<file path="src/rtl/raisin64_mem_pkg.sv">
// Shared definitions for the unified external memory path: FSM encoding,
// port indices, access width codes and watchdog default.
package raisin64_mem_pkg;

    typedef enum logic [1:0] {
        ST_IDLE  = 2'd0,
        ST_ISSUE = 2'd1,
        ST_WAIT  = 2'd2,
        ST_RESP  = 2'd3
    } mem_state_t;

    localparam logic [1:0] PORT_DBG  = 2'd0;
    localparam logic [1:0] PORT_IF   = 2'd1;
    localparam logic [1:0] PORT_DATA = 2'd2;
    localparam logic [1:0] PORT_NONE = 2'd3;

    localparam logic [1:0] WIDTH_BYTE  = 2'd0;
    localparam logic [1:0] WIDTH_HALF  = 2'd1;
    localparam logic [1:0] WIDTH_WORD  = 2'd2;
    localparam logic [1:0] WIDTH_DWORD = 2'd3;

    localparam int DEFAULT_TIMEOUT = 1024;

    // Round-robin memory: which of the two non-debug ports was served last.
    localparam logic RR_LAST_IF   = 1'b0;
    localparam logic RR_LAST_DATA = 1'b1;

    function automatic logic [2:0] port_onehot(input logic [1:0] port);
        logic [2:0] oh;
        case (port)
            PORT_DBG:  oh = 3'b001;
            PORT_IF:   oh = 3'b010;
            PORT_DATA: oh = 3'b100;
            default:   oh = 3'b000;
        endcase
        return oh;
    endfunction

endpackage

</file>
<file path="src/rtl/mem_rr_pick.sv">
// Combinational winner selection: debug port first, then round-robin
// between instruction fetch and data, the latter two masked by dbg_halt.
module mem_rr_pick
    import raisin64_mem_pkg::*;
(
    input  logic       p0_req,
    input  logic       p1_req,
    input  logic       p2_req,
    input  logic       dbg_halt,
    input  logic       rr_last,
    output logic [1:0] win,
    output logic       win_valid
);

    // Priority then round-robin choice
    always_comb begin
        win       = PORT_NONE;
        win_valid = 1'b0;
        if (p0_req) begin
            win       = PORT_DBG;
            win_valid = 1'b1;
        end else if (!dbg_halt) begin
            if (p1_req && p2_req) begin
                win       = (rr_last == RR_LAST_DATA) ? PORT_IF : PORT_DATA;
                win_valid = 1'b1;
            end else if (p1_req) begin
                win       = PORT_IF;
                win_valid = 1'b1;
            end else if (p2_req) begin
                win       = PORT_DATA;
                win_valid = 1'b1;
            end else begin
                win_valid = 1'b0;
            end
        end else begin
            win_valid = 1'b0;
        end
    end

endmodule

</file>
<file path="src/rtl/mem_arbiter.sv">
// Serialises debug, ifetch and data requests onto the single memory
// controller port, with a watchdog that aborts stalled transactions.
module mem_arbiter
    import raisin64_mem_pkg::*;
#(
    parameter int ADDR_W  = 27,
    parameter int TIMEOUT = DEFAULT_TIMEOUT
) (
    input  logic              clk,
    input  logic              rst_n,
    input  logic              dbg_halt,
    input  logic              p0_req,
    input  logic              p0_we,
    input  logic [63:0]       p0_addr,
    input  logic [1:0]        p0_width,
    input  logic [63:0]       p0_wdata,
    output logic              p0_done,
    input  logic              p1_req,
    input  logic              p1_we,
    input  logic [63:0]       p1_addr,
    input  logic [1:0]        p1_width,
    input  logic [63:0]       p1_wdata,
    output logic              p1_done,
    input  logic              p2_req,
    input  logic              p2_we,
    input  logic [63:0]       p2_addr,
    input  logic [1:0]        p2_width,
    input  logic [63:0]       p2_wdata,
    output logic              p2_done,
    output logic [63:0]       rdata,
    output logic              err,
    output logic              busy,
    output logic [1:0]        grant,
    output logic [ADDR_W-1:0] mem_addr,
    output logic [1:0]        mem_width,
    output logic [63:0]       mem_wdata,
    output logic              mem_rstrobe,
    output logic              mem_wstrobe,
    input  logic [63:0]       mem_rdata,
    input  logic              mem_complete
);

    localparam int CNT_W = 16;
    localparam logic [CNT_W-1:0] CNT_LAST = CNT_W'(TIMEOUT - 1);

    mem_state_t        state_q, state_d;
    logic [1:0]        grant_q, grant_d;
    logic [ADDR_W-1:0] addr_q, addr_d;
    logic [1:0]        width_q, width_d;
    logic [63:0]       wdata_q, wdata_d;
    logic              we_q, we_d;
    logic              rstrobe_q, rstrobe_d;
    logic              wstrobe_q, wstrobe_d;
    logic [CNT_W-1:0]  cnt_q, cnt_d;
    logic [2:0]        done_q, done_d;
    logic [63:0]       rdata_q, rdata_d;
    logic              err_q, err_d;
    logic              busy_q, busy_d;
    logic              rr_last_q, rr_last_d;

    logic [1:0]        win_s;
    logic              win_valid_s;
    logic              sel_we_s;
    logic [ADDR_W-1:0] sel_addr_s;
    logic [1:0]        sel_width_s;
    logic [63:0]       sel_wdata_s;
    logic              unused_ok_s;

    // Address bits above the controller width and the ifetch write flag are dropped.
    assign unused_ok_s = ^{p1_we, p0_addr[63:ADDR_W], p1_addr[63:ADDR_W], p2_addr[63:ADDR_W]};

    mem_rr_pick u_pick (
        .p0_req    (p0_req),
        .p1_req    (p1_req),
        .p2_req    (p2_req),
        .dbg_halt  (dbg_halt),
        .rr_last   (rr_last_q),
        .win       (win_s),
        .win_valid (win_valid_s)
    );

    // Request field mux for the current winner
    always_comb begin
        sel_we_s    = 1'b0;
        sel_addr_s  = '0;
        sel_width_s = 2'd0;
        sel_wdata_s = 64'd0;
        case (win_s)
            PORT_DBG: begin
                sel_we_s    = p0_we;
                sel_addr_s  = p0_addr[ADDR_W-1:0];
                sel_width_s = p0_width;
                sel_wdata_s = p0_wdata;
            end
            PORT_IF: begin
                sel_we_s    = 1'b0;
                sel_addr_s  = p1_addr[ADDR_W-1:0];
                sel_width_s = p1_width;
                sel_wdata_s = p1_wdata;
            end
            PORT_DATA: begin
                sel_we_s    = p2_we;
                sel_addr_s  = p2_addr[ADDR_W-1:0];
                sel_width_s = p2_width;
                sel_wdata_s = p2_wdata;
            end
            default: begin
                sel_we_s = 1'b0;
            end
        endcase
    end

    // Sequencer next-state and registered output values
    always_comb begin
        state_d   = state_q;
        grant_d   = grant_q;
        addr_d    = addr_q;
        width_d   = width_q;
        wdata_d   = wdata_q;
        we_d      = we_q;
        rstrobe_d = 1'b0;
        wstrobe_d = 1'b0;
        cnt_d     = cnt_q;
        done_d    = 3'b000;
        rdata_d   = rdata_q;
        err_d     = err_q;
        rr_last_d = rr_last_q;
        case (state_q)
            ST_IDLE: begin
                if (win_valid_s) begin
                    state_d   = ST_ISSUE;
                    grant_d   = win_s;
                    addr_d    = sel_addr_s;
                    width_d   = sel_width_s;
                    wdata_d   = sel_wdata_s;
                    we_d      = sel_we_s;
                    rstrobe_d = !sel_we_s;
                    wstrobe_d = sel_we_s;
                    if (win_s == PORT_IF) begin
                        rr_last_d = RR_LAST_IF;
                    end else if (win_s == PORT_DATA) begin
                        rr_last_d = RR_LAST_DATA;
                    end else begin
                        rr_last_d = rr_last_q;
                    end
                end else begin
                    state_d = ST_IDLE;
                end
            end
            ST_ISSUE: begin
                cnt_d   = '0;
                state_d = ST_WAIT;
            end
            ST_WAIT: begin
                // Completion beats a simultaneous watchdog expiry.
                if (mem_complete) begin
                    rdata_d = we_q ? 64'd0 : mem_rdata;
                    err_d   = 1'b0;
                    done_d  = port_onehot(grant_q);
                    state_d = ST_RESP;
                end else if (cnt_q == CNT_LAST) begin
                    rdata_d = 64'd0;
                    err_d   = 1'b1;
                    done_d  = port_onehot(grant_q);
                    state_d = ST_RESP;
                end else begin
                    cnt_d = cnt_q + 16'd1;
                end
            end
            ST_RESP: begin
                state_d = ST_IDLE;
                grant_d = PORT_NONE;
            end
            default: begin
                state_d = ST_IDLE;
                grant_d = PORT_NONE;
            end
        endcase
        busy_d = (state_d != ST_IDLE);
    end

    // State and output registers
    always_ff @(posedge clk or negedge rst_n) begin
        if (!rst_n) begin
            state_q   <= ST_IDLE;
            grant_q   <= PORT_NONE;
            addr_q    <= '0;
            width_q   <= 2'd0;
            wdata_q   <= 64'd0;
            we_q      <= 1'b0;
            rstrobe_q <= 1'b0;
            wstrobe_q <= 1'b0;
            cnt_q     <= '0;
            done_q    <= 3'b000;
            rdata_q   <= 64'd0;
            err_q     <= 1'b0;
            busy_q    <= 1'b0;
            rr_last_q <= RR_LAST_DATA;
        end else begin
            state_q   <= state_d;
            grant_q   <= grant_d;
            addr_q    <= addr_d;
            width_q   <= width_d;
            wdata_q   <= wdata_d;
            we_q      <= we_d;
            rstrobe_q <= rstrobe_d;
            wstrobe_q <= wstrobe_d;
            cnt_q     <= cnt_d;
            done_q    <= done_d;
            rdata_q   <= rdata_d;
            err_q     <= err_d;
            busy_q    <= busy_d;
            rr_last_q <= rr_last_d;
        end
    end

    assign p0_done     = done_q[0];
    assign p1_done     = done_q[1];
    assign p2_done     = done_q[2];
    assign rdata       = rdata_q;
    assign err         = err_q;
    assign busy        = busy_q;
    assign grant       = grant_q;
    assign mem_addr    = addr_q;
    assign mem_width   = width_q;
    assign mem_wdata   = wdata_q;
    assign mem_rstrobe = rstrobe_q;
    assign mem_wstrobe = wstrobe_q;

endmodule
</file>
<file path="config.mk">
export PLATFORM = sky130hd
export DESIGN_NAME = mem_arbiter
export DESIGN_NICKNAME = d
export VERILOG_FILES = /design/src/rtl/raisin64_mem_pkg.sv /design/src/rtl/mem_rr_pick.sv /design/src/rtl/mem_arbiter.sv
export SDC_FILE = /design/constraint.sdc
export NUM_CORES = 1
export LEC_CHECK = 0
export CORE_AREA = 2 2 242 244
export CTS_CLUSTER_DIAMETER = 30
export DETAILED_ROUTE_END_ITERATION = 7
export DIE_AREA = 0 0 244 246
export PLACE_DENSITY = 0.39
export REMOVE_ABC_BUFFERS = 1
export SLEW_MARGIN = 20
export SYNTH_ARGS = -nofsm -noshare
export SYNTH_HDL_FRONTEND = slang
export SYNTH_SLANG_ARGS = --single-unit
</file>
<file path="constraint.sdc">
create_clock -name clk -period 2.43 [get_ports clk]
set_clock_uncertainty 0.1 [all_clocks]
set_input_delay 0.486 -clock clk [delete_from_list [all_inputs] [get_ports clk]]
set_output_delay 0.486 -clock clk [all_outputs]
set_load 0.02 [all_outputs]
</file>
==> flow_summary.ini, run 1 <==
[status]
status = finished clean

[setup_path]
start_kind = flop
cp_slowest_cell = dfstp_2
path_delay_family = flip-flops
endpoint_kind = output pin
path_cells = clkdlybuf4s50_1
critPathMaxFanout = 6
max_stage_delay_ps = 650
critical_path_class = reg -> out
critPathArrivalTime_ps = 1770
cp_num_buf_inv = 1
required_ps = 1840

[floorplanning]
io_pins = 630
core_area_um2 = 57370
die_w_um = 244
die_height_um = 246
start_util = 0.1468
die_area_um2 = 60020
fp-row-count = 88

[pwr]
p_sw_uw = 6570
p_leak_uw = 0.006117
power_density_nw_per_um2 = 1065
p_clk_frac = 0.172
ir_drop_v = 0.0005730
pwr-share-comb = 0.510
p_sw_frac = 0.3974
intPower_uw = 9961
p_seq_frac = 0.318

[clock_tree]
cts_sinks = 186
clockBufferDepth = 2
htree_levels = 4
cts_buffers = 17
clk_pin_slew_ps = 70
tritoncts = yes
cts_root_buf = clkbuf_16
clk-insertion-delay-late_ps = 480

[route]
wl_per_cell_um = 19.96
via_count = 8629
dr.pass1.iters = 7
wl_mm = 40.53
drtIter0Drc = 557
drc = 0
ant_nets = 0
vias_per_cell = 4.249

[timing]
max_slew.worst_pin.slew_ps = 483.6
drv_slew = 0
hold_viol = 0
fmax_mhz = 424.1
relSlewSlack = 0.6776
post-route-period-util = 0.9702
hold_ws_ps = 377.3
setup_viol = 0
min_period_ps = 2358
grt_setup_unrepaired = false

[grt]
grt_use_total = 0.1331
grt_overflow = 0
antenna_found_initial = 16
grt_pass1_vias = 8851
grt_pass1_wl_mm = 59.02
grt_max_degree = 85

[synth]
synthTopCellsByArea = dfrtp_1 (54%), a222oi_1 (11%), o31ai_1 (8.6%), a22o_1 (6.7%), nand2_1 (5.0%)
synth_cells = 736
ys_warn_count = 0
synth.yosys.seq_area_share = 0.5530
async_reset_ff_frac = 1.000
yosysTopAreaCell = dfrtp_1
synth_edf_count = 0
synth_flop_cell = dfrtp_1
netlist_area_um2 = 8423
ys_types = 46
synth_top_area_share = 0.5437
syn_area_per_cell_um2 = 11.44
ys_ff_latch = 186

[final_layout]
areaGrowthSynthToFinish_pct = 84.31
multiInputGateArea_um2 = 3462
drive_gt1_frac = 0.08861
fillers = 6064
regArea_um2 = 4658
fin_cells = 2031
nets = 1724
final_common_cell = clkdlybuf4s50_1
layout_common_cells = clkdlybuf4s50_1 (515), dfrtp_1 (183), nand2_1 (112)

[placement]
dp.cells = 1996
port_buffers = 517
globalplace.congestion = 0.7723
dpl.hpwl_mm = 30.43

[worst_hold_path]
worstHoldPathType = reg -> reg

[run]
cap_violations = 0
-- worst min-delay path, delay by kind of cell (launching register included) --
kind | cells | cell delay, ps
flops | 1 | 340
simple gates | 1 | 50
compound gates | 1 | 50
-- synth_stat cells, drive strengths merged, types with 4 or more instances --
cell type / n
a222oi: 93
a22o: 64
a31oi: 4
and4: 4
buf: 25
clkbuf: 56
dfrtp: 183
ha: 9
inv: 7
mux2i: 8
nand2: 113
nand3: 9
nand4: 6
nor2: 5
nor3: 4
nor4: 4
o21ai: 5
o31ai: 96
-- final cells by class --
cell class	count	area share
repair buffers	577	0.3764
inverters	7	0.001692
diodes	2	0.0003224
flip-flops and latches	186	0.3000
clock inverters	13	0.008382
multi-input cells	462	0.2230
clock buffers	19	0.02853
well taps	765	0.06165
-- stage by stage --
stage / power, uW / worst slack (ps) / setup TNS [ps] / utilization / instance area [um2]
floorplan: 8766 / -6000 / -600910 / - / 8063
global placement: 13890 / -472.3 / -23950 / 0.2602 / 14930
detailed placement: 13880 / -419.5 / -22250 / 0.2602 / 14930
CTS: 16890 / 3.897 / 0 / 0.2703 / 15510
global route: 17660 / 3.296 / 0 / 0.2705 / 15520
finish: 16530 / 72.30 / 0 / 0.2706 / 15520
-- registers in the layout, indices dropped and copies added, names as in the netlist --
signal       cells
grant            2
cnt_q           16
state_q          2
mem_wstrobe      1
rr_last_q        1
done_q           3
we_q             1
err              1
mem_addr        27
mem_width        2
rdata           64
mem_rstrobe      1
mem_wdata       64
busy             1
-- final timing paths --
kind                                    startpoint  slack [ps]  cells after the start                        end
max in group asynchronous                    rst_n        1130                      3      rdata[26]$_DFFE_PN0P_
min in group asynchronous                    rst_n         460                      2      rdata[17]$_DFFE_PN0P_
setup / recovery              grant[0]$_DFFE_PN1P_          70                      1                   grant[0]
hold / removal             mem_addr[4]$_DFFE_PN0P_         380                      2    mem_addr[4]$_DFFE_PN0P_
setup reg to reg             rr_last_q$_DFFE_PN1P_         120                      8  mem_wdata[46]$_DFFE_PN0P_
hold reg to reg            mem_addr[4]$_DFFE_PN0P_         380                      2    mem_addr[4]$_DFFE_PN0P_
-- per-layer routing --
metal | track usage | part of all wire | up-vias
li1 | - | - | 4004
met1 | 0.1668 | 0.43 | 4174
met2 | 0.2088 | 0.46 | 388
met3 | 0.05795 | 0.095 | 47
met4 | 0.03354 | 0.014 | 16
met5 | 0 | 0.0027 | -
-- cells by family after synthesis --
| group | synth area share |
|---|---|
| AOI/OAI and AO/OA | 0.2859 |
| adders and majority gates | 0.01337 |
| buffers and inverters | 0.04590 |
| DFF | 0.5530 |
| muxes | 0.01218 |
| and+or+nand+nor | 0.08957 |
-- power by group through the flow --
stage,clock network (uW),registers (uW),logic (uW)
detailed placement,0,5310,8580
finish,2850,5260,8420
floorplan,0,6660,2110
global placement,0,5270,8630
global route,3160,5440,9060
CTS,3030,5280,8590
-- what timing repair did --
item | in CTS | in global routing
buffers inserted | 0 | 0
setup endpoints to repair | 1 | 6
pin swaps | 0 | 1
hold endpoints to repair | 34 | 0
resized for setup | 1 | 3
hold buffers | 1 | 0
No activity file was read; power rests on OpenSTA's default activity.
==> run 2, diff against run 1 <==
--- a/config.mk
+++ b/config.mk
@@ -5,11 +5,13 @@
 export SDC_FILE = /design/constraint.sdc
 export NUM_CORES = 1
 export LEC_CHECK = 0
-export CORE_AREA = 2 2 242 244
+export CELL_PAD_IN_SITES_DETAIL_PLACEMENT = 0
+export CELL_PAD_IN_SITES_GLOBAL_PLACEMENT = 1
+export CORE_AREA = 2 2 244 246
 export CTS_CLUSTER_DIAMETER = 30
 export DETAILED_ROUTE_END_ITERATION = 7
-export DIE_AREA = 0 0 244 246
-export PLACE_DENSITY = 0.39
+export DIE_AREA = 0 0 246 248
+export PLACE_DENSITY = 0.51
 export REMOVE_ABC_BUFFERS = 1
 export SLEW_MARGIN = 20
 export SYNTH_ARGS = -nofsm -noshare
==> run 2 against run 1 <==
Design area up 0.20%; highest routed layer unchanged; via count up 1.2%; routed wire length up 1.8%.
==> flow_summary.ini, run 2 (synthesis gave the netlist of run 1 again) <==
[floorplanning]
die_height_um = 248
io_pins = 630
core_area_um2 = 58460
die_area_um2 = 61010
start_util = 0.1441
fp-row-count = 89
die_w_um = 246

[timing]
post-route-period-util = 0.9632
hold_viol = 0
grt_setup_unrepaired = false
fmax_mhz = 427.3
max_slew.worst_pin.slew_ps = 477.5
setup_tns_ps = 0
min_period_ps = 2340
setup_viol = 0
drv_slew = 0
relSlewSlack = 0.6817

[setup_path]
required_ps = 1840
max_stage_delay_ps = 660
path_cells = clkdlybuf4s50_1
cp_slowest_cell = clkdlybuf4s50_1
critPathArrivalTime_ps = 1750
r2r_end = mem_wdata[49]$_DFFE_PN0P_
critPathMaxFanout = 6
start_kind = flop
cp_num_buf_inv = 1
cp.depth = 1
endpoint_kind = output pin
critical_path_class = reg -> out
cp-endpoint = grant[1]
r2r-start = rr_last_q$_DFFE_PN1P_
path_delay_family = buffers and inverters
rrSetupSlack_ps = 160
startpoint = grant[1]$_DFFE_PN1P_
reg2reg_depth = 8

[clock_tree]
clk-insertion-delay-late_ps = 490
clk_pin_slew_ps = 80
clockBufferDepth = 2
htree_levels = 4
cts_sinks = 186
tritoncts = yes
cts_root_buf = clkbuf_16
cts_buffers = 17
cts_setup_buffers = 0

[final_layout]
multiInputGateArea_um2 = 3456
fin_cells = 2037
regArea_um2 = 4658
final_area_um2 = 15560
fillers = 6212
nets = 1719
layout_common_cells = clkdlybuf4s50_1 (516), dfrtp_1 (183), nand2_1 (112)
drive_gt1_frac = 0.08340
areaGrowthSynthToFinish_pct = 84.69
final_common_cell = clkdlybuf4s50_1

[run]
cap_violations = 0

[placement]
dp.cells = 1999
globalplace.congestion = 0.7547
dpl.hpwl_mm = 31.67
placed_area_um2 = 14950
port_buffers = 517

[grt]
grt_pass1_vias = 8746
grt_max_degree = 77
grt_use_total = 0.1324
antenna_found_initial = 15
grt_overflow = 0
grt_pass1_wl_mm = 58.53

[route]
via_count = 8734
drtIter0Drc = 632
vias_per_cell = 4.288
dr.pass1.iters = 8
wl_mm = 41.25
drc = 0
ant_nets = 0
wl_per_cell_um = 20.25

[pwr]
power_density_nw_per_um2 = 1062
p_sw_frac = 0.3972
p_clk_frac = 0.172
pwr-share-comb = 0.508
power.total_uw = 16530
intPower_uw = 9962
ir_drop_v = 0.0005488
p_sw_uw = 6565
p_seq_frac = 0.319
p_leak_uw = 0.006111

[worst_hold_path]
worstHoldPathType = reg -> reg

[status]
status = finished clean
==> run 2: layer usage <==
layer	share of wire	routed length (um)	up-vias	track usage
li1	-	-	3995	-
met3	0.11	4383	41	0.06282
met2	0.47	19540	410	0.2206
met4	0.017	719	8	0.04082
met1	0.40	16550	4280	0.1496
met5	0.0011	46	-	0
==> run 2: how the worst min path moves through the flow <==
| stage | startpoint | endpoint | slack [ps] | depth (start not counted) |
|---|---|---|---|---|
| finish | mem_wdata[10]$_DFFE_PN0P_ | mem_wdata[10]$_DFFE_PN0P_ | 380 | 2 |
| global placement | mem_wdata[38]$_DFFE_PN0P_ | mem_wdata[38]$_DFFE_PN0P_ | 360 | 2 |
| floorplan | rst_n | busy$_DFF_PN0_ | 90 | 0 |
| global route | mem_wdata[41]$_DFFE_PN0P_ | mem_wdata[41]$_DFFE_PN0P_ | 400 | 2 |
| detailed placement | mem_addr[25]$_DFFE_PN0P_ | mem_addr[25]$_DFFE_PN0P_ | 360 | 2 |
| CTS | mem_addr[25]$_DFFE_PN0P_ | mem_addr[25]$_DFFE_PN0P_ | 380 | 2 |
==> run 2: power by group through the flow <==
stage	clock network [uW]	registers, uW	logic (uW)
after floorplan	0	6660	2110
after global placement	0	5280	8570
after detailed placement	0	5330	8530
after CTS	3010	5300	8560
after global routing	3140	5470	9040
final	2850	5280	8400
==> run 2: metrics by stage <==
stage | hold WS (ps) | worst slack, ps | utilization
2_1_floorplan | 90.41 | -6000 | -
3_3_place_gp | 359.4 | -442.9 | 0.2557
3_5_place_dp | 364.9 | -436.6 | 0.2557
4_1_cts | 382.9 | 29.16 | 0.2658
5_1_grt | 402.9 | 7.486 | 0.2659
6_report | 377.0 | 89.50 | 0.2661
==> run 2: final cells by class <==
cell class	instances	share of cell area
timing repair buffer	572	0.3765
sequential	186	0.2994
multi-input combinational	462	0.2222
tap	773	0.06217
clock buffer	18	0.02759
clock inverter	14	0.009652
inverter	7	0.001689
antenna	5	0.0008043
==> run 2: repair_timing <==
action                                  4_1_cts  5_1_grt
resized for setup                             0        1
endpoints found under the setup margin        0        3
endpoints found under the hold margin        41        0
hold buffers                                  1        0
